<file path="src/rtl/flash_audio_player.sv">
// flash_audio_player
// Streams audio samples out of a word-addressed flash (Avalon-MM read master)
// into a codec FIFO. Each flash word holds two SAMPLE_W samples. Stereo mode
// plays one word as one L/R frame. Mono mode plays the low half first and then
// the high half, with each half sent to both channels. Each frame is repeated
// 1, 2 or 4 times for normal, half or quarter speed. Samples are attenuated by
// an arithmetic right shift.
//
// Ports
//   clk, rst_n              clock, asynchronous active-low reset
//   start, pause, loop      control (start is sampled only while idle)
//   stereo, speed,
//   vol_shift               playback configuration, latched on start
//   start_addr, end_addr    inclusive word range, latched on start
//   flash_mem_*             Avalon-MM read master towards the flash
//   write_ready, write_s,
//   writedata_left/right    codec handshake and sample data
//   busy, done, cur_addr    status (done is sticky until the next start)
module flash_audio_player #(
   parameter int ADDR_W   = 23,
   parameter int SAMPLE_W = 16
) (
   input  logic                  clk,
   input  logic                  rst_n,
   input  logic                  start,
   input  logic                  pause,
   input  logic                  loop,
   input  logic                  stereo,
   input  logic [1:0]            speed,
   input  logic [3:0]            vol_shift,
   input  logic [ADDR_W-1:0]     start_addr,
   input  logic [ADDR_W-1:0]     end_addr,
   output logic                  flash_mem_read,
   input  logic                  flash_mem_waitrequest,
   output logic [ADDR_W-1:0]     flash_mem_address,
   input  logic [2*SAMPLE_W-1:0] flash_mem_readdata,
   input  logic                  flash_mem_readdatavalid,
   output logic [3:0]            flash_mem_byteenable,
   input  logic                  write_ready,
   output logic                  write_s,
   output logic [SAMPLE_W-1:0]   writedata_left,
   output logic [SAMPLE_W-1:0]   writedata_right,
   output logic                  busy,
   output logic                  done,
   output logic [ADDR_W-1:0]     cur_addr
);

   typedef enum logic [2:0] {
      ST_IDLE, ST_REQ, ST_WAIT_DATA, ST_WRITE, ST_WAIT_LOW, ST_NEXT, ST_DONE
   } state_t;

   state_t                state_r;
   logic                  loop_r;
   logic                  stereo_r;
   logic [1:0]            rep_last_r;
   logic [3:0]            vol_r;
   logic [ADDR_W-1:0]     start_addr_r;
   logic [ADDR_W-1:0]     end_addr_r;
   logic [ADDR_W-1:0]     cur_addr_r;
   logic                  read_r;
   logic [ADDR_W-1:0]     address_r;
   logic                  write_r;
   logic [SAMPLE_W-1:0]   wd_left_r;
   logic [SAMPLE_W-1:0]   wd_right_r;
   logic                  busy_r;
   logic                  done_r;
   logic [SAMPLE_W-1:0]   low_r;
   logic [SAMPLE_W-1:0]   high_r;
   logic                  half_r;
   logic [1:0]            rep_r;

   // Index of the last repeat of a frame: 1, 2 or 4 writes per frame.
   function automatic logic [1:0] rep_last_f(input logic [1:0] spd);
      case (spd)
         2'b01:   return 2'd1;
         2'b10:   return 2'd3;
         default: return 2'd0;
      endcase
   endfunction

   // Arithmetic right shift, so results round toward negative infinity.
   function automatic logic [SAMPLE_W-1:0] atten_f(input logic [SAMPLE_W-1:0] smp,
                                                   input logic [3:0] sh);
      logic signed [SAMPLE_W-1:0] smp_sg;
      smp_sg = $signed(smp);
      return smp_sg >>> sh;
   endfunction

   assign flash_mem_read       = read_r;
   assign flash_mem_address    = address_r;
   assign flash_mem_byteenable = 4'b1111;
   assign write_s              = write_r;
   assign writedata_left       = wd_left_r;
   assign writedata_right      = wd_right_r;
   assign busy                 = busy_r;
   assign done                 = done_r;
   assign cur_addr             = cur_addr_r;

   // Playback state machine. It drives every registered output.
   always_ff @(posedge clk or negedge rst_n) begin
      if (!rst_n) begin
         state_r      <= ST_IDLE;
         loop_r       <= 1'b0;
         stereo_r     <= 1'b0;
         rep_last_r   <= 2'd0;
         vol_r        <= 4'd0;
         start_addr_r <= {ADDR_W{1'b0}};
         end_addr_r   <= {ADDR_W{1'b0}};
         cur_addr_r   <= {ADDR_W{1'b0}};
         read_r       <= 1'b0;
         address_r    <= {ADDR_W{1'b0}};
         write_r      <= 1'b0;
         wd_left_r    <= {SAMPLE_W{1'b0}};
         wd_right_r   <= {SAMPLE_W{1'b0}};
         busy_r       <= 1'b0;
         done_r       <= 1'b0;
         low_r        <= {SAMPLE_W{1'b0}};
         high_r       <= {SAMPLE_W{1'b0}};
         half_r       <= 1'b0;
         rep_r        <= 2'd0;
      end else begin
         case (state_r)
            ST_IDLE: begin
               if (start) begin
                  loop_r       <= loop;
                  stereo_r     <= stereo;
                  rep_last_r   <= rep_last_f(speed);
                  vol_r        <= vol_shift;
                  start_addr_r <= start_addr;
                  end_addr_r   <= end_addr;
                  done_r       <= 1'b0;
                  busy_r       <= 1'b1;
                  if (end_addr < start_addr) begin
                     state_r <= ST_DONE;
                  end else begin
                     cur_addr_r <= start_addr;
                     address_r  <= start_addr;
                     read_r     <= 1'b1;
                     state_r    <= ST_REQ;
                  end
               end
            end
            ST_REQ: begin
               // The read is accepted on the first edge with waitrequest low.
               if (!flash_mem_waitrequest) begin
                  read_r  <= 1'b0;
                  state_r <= ST_WAIT_DATA;
               end
            end
            ST_WAIT_DATA: begin
               if (flash_mem_readdatavalid) begin
                  low_r   <= atten_f(flash_mem_readdata[SAMPLE_W-1:0], vol_r);
                  high_r  <= atten_f(flash_mem_readdata[2*SAMPLE_W-1:SAMPLE_W], vol_r);
                  half_r  <= 1'b0;
                  rep_r   <= 2'd0;
                  state_r <= ST_WRITE;
               end
            end
            ST_WRITE: begin
               // pause is honoured only here, between frames.
               if (!pause && write_ready) begin
                  if (stereo_r) begin
                     wd_left_r  <= low_r;
                     wd_right_r <= high_r;
                  end else begin
                     wd_left_r  <= half_r ? high_r : low_r;
                     wd_right_r <= half_r ? high_r : low_r;
                  end
                  write_r <= 1'b1;
                  state_r <= ST_WAIT_LOW;
               end
            end
            ST_WAIT_LOW: begin
               if (!write_ready) begin
                  write_r <= 1'b0;
                  if (rep_r != rep_last_r) begin
                     rep_r   <= rep_r + 2'd1;
                     state_r <= ST_WRITE;
                  end else if (!stereo_r && !half_r) begin
                     half_r  <= 1'b1;
                     rep_r   <= 2'd0;
                     state_r <= ST_WRITE;
                  end else begin
                     state_r <= ST_NEXT;
                  end
               end
            end
            ST_NEXT: begin
               // Equality test only, so an end_addr at the top of the address
               // space never wraps before the range is finished.
               if (cur_addr_r == end_addr_r) begin
                  if (loop_r) begin
                     cur_addr_r <= start_addr_r;
                     address_r  <= start_addr_r;
                     read_r     <= 1'b1;
                     state_r    <= ST_REQ;
                  end else begin
                     state_r <= ST_DONE;
                  end
               end else begin
                  cur_addr_r <= cur_addr_r + {{(ADDR_W-1){1'b0}}, 1'b1};
                  address_r  <= cur_addr_r + {{(ADDR_W-1){1'b0}}, 1'b1};
                  read_r     <= 1'b1;
                  state_r    <= ST_REQ;
               end
            end
            ST_DONE: begin
               done_r  <= 1'b1;
               busy_r  <= 1'b0;
               state_r <= ST_IDLE;
            end
            default: begin
               read_r  <= 1'b0;
               write_r <= 1'b0;
               state_r <= ST_IDLE;
            end
         endcase
      end
   end

endmodule

</file>
<file path="config.mk">
export PLATFORM = sky130hd
export DESIGN_NAME = flash_audio_player
export DESIGN_NICKNAME = d
export VERILOG_FILES = /design/src/rtl/flash_audio_player.sv
export SDC_FILE = /design/constraint.sdc
export NUM_CORES = 1
export LEC_CHECK = 0
export CORE_ASPECT_RATIO = 1.1
export CORE_MARGIN = 8
export CORE_UTILIZATION = 48
export DETAILED_ROUTE_END_ITERATION = 10
export PLACE_DENSITY = 0.78
export SKIP_LAST_GASP = 1
export SLEW_MARGIN = 20
export SYNTH_ARGS = -nofsm -noshare
export SYNTH_HDL_FRONTEND = slang
export SYNTH_SLANG_ARGS = --single-unit
</file>
<file path="constraint.sdc">
create_clock -name clk -period 1.9 [get_ports clk]
set_input_delay 0.285 -clock clk [delete_from_list [all_inputs] [get_ports clk]]
set_output_delay 0.285 -clock clk [all_outputs]
set_load 0.05 [all_outputs]
</file>
# After elaboration in Yosys (flattened, before gate mapping)

Cells that the tools add are included.
Widths: inputs -> output; s select.

Bits in registers: 151
Input port bits: 93
Output and inout bits: 86
Logic and storage cells: 109

$add $sub $neg: 2
Magnitude comparators: 1
Equal/unequal tests: 20
Shift operators: 2
Muxes and demuxes: 43
Bitwise gates (word level): 2
Reductions and logical operators: 21

Operators by type and width:

| operator              | count |
|---|---|
| $mux 23               | 4 |
| $mux 16               | 3 |
| $pmux 23 s2           | 1 |
| $sshr 16x4->16        | 2 |
| $mux 3                | 10 |
| $add 23x1->23 const B | 1 |
| $eq 23x23->1          | 1 |
| $lt 23x23->1          | 1 |
| $pmux 3 s6            | 1 |
| $ne 2x2->1 const B    | 8 |
| $reduce_and 5->1      | 3 |
| $mux 1                | 13 |
| $eq 3x3->1 const B    | 3 |
| $mux 2                | 4 |
| $pmux 2 s2            | 2 |
| $reduce_and 2->1      | 4 |
| $reduce_and 4->1      | 2 |
| $eq 3x2->1 const B    | 2 |
| $ne 3x3->1 const B    | 2 |
| $pmux 1 s2            | 3 |
| $reduce_bool 2->1     | 3 |
| $reduce_or 5->1       | 1 |
| $pmux 1 s4            | 1 |
| $reduce_or 4->1       | 1 |
| other kinds (11)      | 15 |

# Depth between registers and ports, before layout

Gate-level depths: netlist of the first run.

Depth after elaboration: 6
Mapped depth: 10
Gate-level depth less buffers: 9

# Worst setup path after synthesis of the first run

OpenSTA, ideal clock, no wires.

Path type: flip-flop to flip-flop
Start point: reg flash_mem_address[6] (netlist name)
End point: reg address_r[10], in the netlist flash_mem_address[10]
Library setup time: 125 ps
Data arrival time: 2371 ps
Data required time: 1775 ps
Slack: -596 ps
Cell stages (with the launch flop): 9
Path buffers: 2
Period minus slack after synthesis: 2496 ps
Path through: dfrtp_1 buf_2 xnor2_1 nand4_1 nor4_4 a31oi_2 o22ai_4 buf_12 mux2_4

RTL lines:

| item                 | line | RTL |
|---|---|---|
| to (signal assigned) | 111  | `address_r <= {ADDR_W{1'b0}};` |
| to (signal assigned) | 137  | `address_r <= start_addr;` |
| to (signal assigned) | 194  | `address_r <= start_addr_r;` |
| to (decl)            | 61   | `logic [ADDR_W-1:0] address_r;` |

# Worst setup path in the final report of the first run

Start point: reg end_addr_r[3]
End point: reg address_r[11], in the netlist flash_mem_address[11]

Longest elaborated chain between the ends: 3
Elaborated cells on any way between the ends: 5
Classes of those cells: eq/ne (2); mux (2); reduce/logical (1)

RTL lines:

| item                                                             | line | RTL |
|---|---|---|
| from (decl)                                                      | 58   | `logic [ADDR_W-1:0] end_addr_r;` |
| from (signal assigned)                                           | 108  | `end_addr_r <= {ADDR_W{1'b0}};` |
| from (signal assigned)                                           | 130  | `end_addr_r <= end_addr;` |
| $eq 23x23->1 *                                                   | 191  | `if (cur_addr_r == end_addr_r) begin` |
| $ne 3x3->1 (no source line) or $mux 23 (tied branches)           | n/a  |  |
| $reduce_and 4->1 (no source line) or $pmux 23 s2 (tied branches) | n/a  |  |
| to (signal assigned)                                             | 137  |  |
| to (signal assigned)                                             | 194  |  |
| to (signal assigned)                                             | 202  | `address_r <= cur_addr_r + {{(ADDR_W-1){1'b0}}, 1'b1};` |

Every way passes the cells marked *; elsewhere a longest branch is shown, timed or not.
A chain may end at the register's enable or synchronous reset.

==> summary.txt, run 1 <==
Run status
  • Status: finished, violations left
  • Failing checks: setup timing

Worst setup path
  • Crit path cell chain: xnor2_1 -> nand4_1 -> nor2_1 -> buf_4 -> nand3_4 -> buf_12 -> mux2i_4 -> o21ai_1 -> mux2_4
  • Delay of the slowest critical-path stage: 0.41 ns
  • Worst Path Arrival: 2.66 ns
  • CP Class: reg2reg
  • Crit path buffers/inverters: 2
  • Critical path capture point type: flop
  • Top Family by Delay on Critical Path: simple AND/OR/NAND/NOR gates
  • Startpoint types: flop
  • Slowest cell on crit path: dfrtp_1
  • Worst-path maximum fanout: 11
  • Critical Path RT: 2.22 ns

Synthesis
  • Async SR Flop Fraction: 1.00
  • Top-area cell type share of the netlist area: 0.401
  • Cell with the most instances after synthesis: dfrtp_1
  • Synth area leaders: dfrtp_1 (40%), mux2i_1 (7.8%), mux2_2 (7.4%), o21ai_0 (5.3%), nand2_1 (4.7%)
  • Post-synth EDFFs: 0
  • Seq/Total Area, Yosys: 0.401
  • Yosys Warn Count: 0
  • Synth cell count leaders: dfrtp_1 (151), nand2_1 (117), o21ai_0 (100)
  • Synth unique cells: 64
  • Post-synthesis cell count: 966
  • Synth Register Bits: 151
  • Post-synth top area cell: dfrtp_1
  • Syn Std Cell Area: 0.00942 mm^2
  • Synthesized area per cell: 9.75 um^2
  • Top_reg_cell synth: dfrtp_1

Cells and area
  • Fill cell count: 1,300
  • Final net count: 1,372
  • Area growth syn-to-layout: 44.3%
  • Register Area: 0.00380 mm^2
  • Share of cells above drive strength 1: 0.383
  • Layout Cells excl Fill: 1,516
  • Multi-input logic area: 0.00552 mm^2

STA
  • Final setup skew: 0.0186 ns
  • Worst Tran Pin Value: 0.522 ns
  • Period utilization: 1.23
  • RSZ-0062 raised after global routing: true
  • Final Setup Violations: 27
  • Final Hold Viols: 0
  • Rel. slew slack: 0.652
  • Final Slew Violations: 0
  • Min cycle time layout: 2.33 ns
  • Final worst setup slack: -0.433 ns
  • Setup TNS: -9.07 ns
  • FMAX: 429 MHz

CTS
  • CTS root buffer: clkbuf_16
  • Clk buf depth: 2
  • Clock Sinks: 151
  • Reg clk slew, reported paths: 0.08 ns
  • TritonCTS clock tree: done
  • H-tree depth: 4
  • Clk Latency, worst-skew pair: 0.44 ns
  • CTS buffer count: 17

Floorplan
  • Core area: 0.0192 mm^2
  • Die W: 150 um
  • Die area: 0.0244 mm^2
  • Site Rows: 53
  • IO Pins: 179
  • Die height: 163 um
  • Starting Density: 0.491

Global routing
  • First-pass GRT wire length: 48,200 um
  • Initial antenna violation count: 1
  • Global-route met3 utilization: 0.0525
  • Largest net degree at the start of global routing: 65
  • GRT Total Usage: 0.249
  • Met1 usage: 0.292
  • Global route hottest layer: met2
  • Total grt overflow: 0
  • Vias in the first global route: 9,195
  • Met2 Use GR: 0.427

Routing
  • Mean routed wirelength per cell: 20.5 um
  • DRC viols: 0
  • Iter 0 DRT Violations: 569
  • Via Count: 8,803
  • Pre-antenna DRT Iters: 5
  • ANT nets after route: 0
  • DRT Wirelength: 31,100 um
  • Routed vias/inst: 5.81

Job
  • Maxcap violations: 0

Place
  • Post-DP HPWL: 21,400 um
  • Placer congestion estimate: 0.931
  • I/O Buffers: 174
  • Post-Place Cells: 1,459

Pwr
  • Peak supply drop: 0.00116 V
  • Pleak: 6.47 nW
  • Pwr dens: 1780 mW/mm^2

Hold path
  • Hold Path Class: in2reg
worst paths after layout:
path,slack (ns),start,cells after the start,end
min in group asynchronous,0.31,rst_n,2,start_addr_r[8]
hold reg to reg,0.48,writedata_left[0],2,writedata_left[0]
setup reg to reg,-0.43,end_addr_r[3],9,flash_mem_address[11]
setup / recovery,-0.43,end_addr_r[3],9,flash_mem_address[11]
max in group asynchronous,1.00,rst_n,3,low_r[3]
hold / removal,0.08,end_addr[8],2,end_addr_r[8]
flip-flops by register name, summed over array words and instances, names as in the netlist, 2 cells and up:
signal and cells:
rep_last_r 2, writedata_left 16, rep_r 2, vol_r 4
high_r 16, flash_mem_address 23, writedata_right 16, end_addr_r 23
low_r 16, start_addr_r 23, state_r 3
cell usage in the layout, fill, tap and decap left out, types with 6 or more instances in the layout:
cell type	netlist	final
a211oi_1	26	19
a211oi_2	0	7
a21o_1	11	11
a21oi_1	37	32
and3_1	12	10
buf_12	1	16
buf_2	15	13
buf_4	28	198
buf_6	4	17
clkbuf_16	0	17
clkbuf_2	0	11
clkdlybuf4s50_1	0	47
clkinv_8	0	6
dfrtp_1	151	130
dfrtp_2	0	21
dlygate4sd2_1	0	26
dlymetal6s2s_1	0	16
ha_1	24	6
ha_4	0	17
inv_1	34	16
inv_2	0	15
mux2_2	62	61
mux2_4	13	14
mux2i_1	73	68
mux4_2	8	8
nand2_1	117	117
nand2b_1	8	7
nand3_1	10	10
nand4_1	16	16
nor2_1	46	43
nor2b_1	11	10
o21ai_0	100	86
o21ai_1	7	21
xnor2_1	30	28
xor2_1	10	10
metrics by stage:
stage	utilization	setup WS (ns)	power [W]	area (um^2)	hold slack, ns
final	0.709	-0.433	0.0242	13600	0.0770
after global placement	0.643	-1.08	0.0194	12300	0.238
after global routing	0.709	-0.448	0.0254	13600	0.0728
after detailed placement	0.643	-1.18	0.0198	12300	0.229
after CTS	0.700	-0.301	0.0238	13400	0.0712
after floorplan	-	-0.423	0.0151	9540	-0.0106
worst register-to-register path: stages (launching register included):
cell,delay (ns)
dfrtp_1,0.41
xnor2_1,0.29
nand4_1,0.18
nor2_1,0.23
buf_4,0.20
nand3_4,0.10
buf_12,0.17
mux2i_4,0.19
o21ai_1,0.13
mux2_4,0.31
power breakdown:
group          total [W]  switching [W]  internal, W  leakage, nW
registers        0.00611        0.00132      0.00479         1.83
logic             0.0146        0.00842      0.00621         4.33
clock network    0.00350        0.00169      0.00181        0.302
total             0.0242         0.0114       0.0128         6.47
kinds of logic after synthesis:
| family | share of synthesized area |
|---|---|
| flip-flops | 0.401 |
| buffers and inverters | 0.0675 |
| AO/OA/AOI/OAI | 0.147 |
| other | 0.000398 |
| XOR/XNOR | 0.0372 |
| adder cells (fa/ha/maj) | 0.0319 |
| multiplexers | 0.192 |
| AND/OR/NAND/NOR | 0.123 |
final cells by class:
| type | count | area share |
|---|---|---|
| Antenna cell | 1 | 0.000184 |
| Clock buffer | 17 | 0.0313 |
| Clock inverter | 15 | 0.0145 |
| Inverter | 37 | 0.0110 |
| Multi-Input combinational cell | 694 | 0.406 |
| Sequential cell | 151 | 0.280 |
| Tap cell | 247 | 0.0227 |
| Timing Repair Buffer | 354 | 0.234 |
timing repair:
action / in CTS / in global routing
resized for setup: 200 / 93
endpoints found under the hold margin: 35 / 0
buffers inserted: 16 / 7
setup endpoints to repair: 62 / 56
pin swaps: 41 / 29
hold buffers: 1 / 0
gates cloned: 3 / 0
per-layer routing:
layer | vias to the layer above | part of all wire | wire (um)
met5 | - | 0 | 0
met1 | 4260 | 0.38 | 12000
met2 | 440 | 0.50 | 15600
met3 | 117 | 0.069 | 2130
met4 | 0 | 0.046 | 1410
li1 | 3986 | - | -
No activity file was read; power rests on OpenSTA's default activity.
==> inputs of run 2 (changes only) <==
--- a/config.mk
+++ b/config.mk
@@ -5,6 +5,7 @@
 export SDC_FILE = /design/constraint.sdc
 export NUM_CORES = 1
 export LEC_CHECK = 0
+export CAP_MARGIN = 25
 export CORE_ASPECT_RATIO = 1.1
 export CORE_MARGIN = 8
 export CORE_UTILIZATION = 48
==> results of run 2 <==
Final layout, timing and power as in run 1 (identical DEF).
==> inputs of run 3 (changes only) <==
--- a/config.mk
+++ b/config.mk
@@ -5,12 +5,13 @@
 export SDC_FILE = /design/constraint.sdc
 export NUM_CORES = 1
 export LEC_CHECK = 0
+export ABC_AREA = 1
 export CAP_MARGIN = 25
 export CORE_ASPECT_RATIO = 1.1
 export CORE_MARGIN = 8
-export CORE_UTILIZATION = 48
+export CORE_UTILIZATION = 50
 export DETAILED_ROUTE_END_ITERATION = 10
-export PLACE_DENSITY = 0.78
+export PLACE_DENSITY = 0.77
 export SKIP_LAST_GASP = 1
 export SLEW_MARGIN = 20
 export SYNTH_ARGS = -nofsm -noshare
==> constraint.sdc (replaced) <==
create_clock -name clk -period 2.96 [get_ports clk]
set_input_delay 0.444 -clock clk [delete_from_list [all_inputs] [get_ports clk]]
set_output_delay 0.444 -clock clk [all_outputs]
set_load 0.05 [all_outputs]
==> summary.txt, run 3 <==
Synthesis
  • Top-area cell type share of the netlist area: 0.395
  • Cell with the most instances after synthesis: nand2_1
  • Synthesized area per cell: 7.01 um^2
  • Syn Std Cell Area: 0.00958 mm^2
  • Mux contribution to synthesized area: 0.00836
  • Synth cell count leaders: nand2_1 (497), dfrtp_1 (151), inv_1 (128)
  • Async SR Flop Fraction: 1.00
  • Synth Area in Compound Gates: 0.129
  • Largest family of logic cells by synthesized area: simple AND/OR/NAND/NOR gates
  • Simple-Gate Fraction of Synth Area: 0.305
  • Top_reg_cell synth: dfrtp_1
  • Synth unique cells: 42
  • Yosys Warn Count: 0
  • Post-synth top area cell: dfrtp_1
  • Post-synth EDFFs: 0
  • Seq/Total Area, Yosys: 0.395
  • Synth Area in Adders: 0.0314
  • Synth Register Bits: 151
  • Synth area leaders: dfrtp_1 (39%), nand2_1 (19%), o21ai_0 (5.7%), inv_1 (5.0%), nand3_1 (4.3%)
  • Post-synthesis cell count: 1,367
  • XOR/XNOR share of the synthesized area: 0.0256

Worst setup path
  • Reg2reg end: flash_mem_address[16]
  • Worst-path maximum fanout: 23
  • Critical path capture point type: flop
  • Worst Path Arrival: 2.82 ns
  • Critical Path RT: 3.33 ns
  • Startpoint types: input port
  • Reg-to-Reg Start: flash_mem_address[19]
  • FF-to-FF setup slack: 0.66 ns
  • CP Class: in2reg
  • Worst r2r path cells: 11

Place
  • Placer congestion estimate: 0.929
  • Post-DP HPWL: 21,000 um
  • Post-place setup slack: 0.0808 ns
  • Cell Area, Placed: 0.0113 mm^2
  • I/O Buffers: 174

Floorplan
  • Die height: 161 um
  • Die area: 0.0238 mm^2
  • Core area: 0.0190 mm^2
  • Die W: 148 um
  • Site Rows: 53
  • Starting Density: 0.505
  • IO Pins: 179

Global routing
  • Initial antenna violation count: 0
  • GRT Total Usage: 0.240
  • Total grt overflow: 0
  • First-pass GRT wire length: 45,900 um
  • Largest net degree at the start of global routing: 96
  • Vias in the first global route: 9,088

Pwr
  • Pwr dens: 1170 mW/mm^2
  • Pleak: 5.74 nW
  • Peak supply drop: 0.000598 V

STA
  • Worst hold margin: -0.00727 ns
  • Rel. slew slack: 0.539
  • Min cycle time layout: 2.45 ns
  • Final worst setup slack: 0.506 ns
  • RSZ-0062 raised after global routing: false
  • Period utilization: 0.829
  • Final Slew Violations: 0
  • Setup TNS: 0 ns
  • Worst Tran Pin Value: 0.690 ns
  • FMAX: 407 MHz
  • Final setup skew: 0.0165 ns
  • Final Hold Viols: 7
  • Final Setup Violations: 0

Cells and area
  • Area growth syn-to-layout: 24.6%
  • Share of cells above drive strength 1: 0.0572
  • Antenna diode count: 0
  • Final Instance Area: 0.0119 mm^2
  • Commonest cells after routing, fill and taps aside: nand2_1 (497), clkdlybuf4s50_1 (173), dfrtp_1 (151)
  • Final net count: 1,608
  • Commonest non-fill, non-tap cell in the layout: nand2_1

CTS
  • H-tree depth: 4
  • CTS buffer count: 17
  • Clock Sinks: 151
  • CTS root buffer: clkbuf_16
  • Clk Latency, worst-skew pair: 0.44 ns
  • Reg clk slew, reported paths: 0.07 ns
  • Postcts setup bufs: 0
  • Hold-fix buffers, CTS: 0
  • Post-cts repair resize count: 0
  • Clk buf depth: 2
  • TritonCTS clock tree: done

Hold path
  • Hold Path Class: in2async

Routing
  • WL met1: 11,500 um
  • Iter 0 DRT Violations: 726
  • Via Count: 9,300
  • ANT nets after route: 0
  • Routed vias/inst: 5.31
  • DRT Wirelength: 28,400 um
  • DRC viols: 0
  • WL met2: 14,400 um
  • Max Used Layer: met4
  • Met3 routed WL: 1480 um
  • Pre-antenna DRT Iters: 8
  • Mean routed wirelength per cell: 16.2 um

Job
  • Maxcap violations: 0

Run status
  • Status: finished, violations left
  • Failing checks: hold timing
[run 3: area by class of cell]
cell class                      count  area, um^2
Tap cell                          247         309
Fill cell                        1745        7030
Clock inverter                     15         171
Clock buffer                       17         425
Multi-Input combinational cell    992        4810
Inverter                          137         514
Sequential cell                   151        3780
Timing Repair Buffer              192        1930
[run 3: worst max-delay path, cell delays in order]
cell and delay (ns):
clkdlybuf4s50_1 0.50, inv_1 0.06, ha_1 0.29, nand2_1 0.09, nor2_1 0.16, nand2_1 0.09, nor2_1 0.10, nand2_1 0.08
nand4_1 0.12, nand2_1 0.10, nor2_4 0.55, nand2_1 0.13, nand2_1 0.10
[run 3: worst max-delay path by stage]
stage                                     from                     to  slack [ns]  depth (start not counted)
after floorplan           flash_mem_address[0]  flash_mem_address[18]        0.89                         12
after global placement          start_addr[18]  flash_mem_address[17]        0.17                         13
after detailed placement        start_addr[18]   flash_mem_address[3]        0.08                         13
after CTS                       start_addr[18]   flash_mem_address[3]        0.53                         13
after global routing             start_addr[8]  flash_mem_address[10]        0.37                         13
final                           start_addr[18]   flash_mem_address[3]        0.51                         13
[run 3: cells by family (layout without fill, tap and decap cells)]
logic type      count (synthesis)  after routing
xor+xnor                       28             28
fa+ha+maj                      24             24
buf+inv                       227            361
other cells                     1              4
flops                         151            151
simple gates                  711            711
compound gates                217            217
mux                             8              8
[run 3: report_power, final]
group	internal, W	switching, W
sequential	0.00306	0.000905
clock	0.00114	0.00104
combinational	0.00259	0.00527
total	0.00679	0.00722
[run 3: per-layer routing]
layer	global-route usage	vias up
met5	0	-
met4	0.113	0
met3	0.0395	62
met2	0.421	307
met1	0.279	4328
li1	-	4603
[run 3: metrics by stage]
step	instances	power (W)	util	hold WS, ns
CTS	1751	0.0140	0.629	0.00309
floorplan	1370	0.00947	-	0.148
global route	1751	0.0150	0.629	0.0246
finish	1751	0.0140	0.629	-0.00727
global placement	1719	0.0117	0.598	0.466
detailed placement	1719	0.0118	0.598	0.474
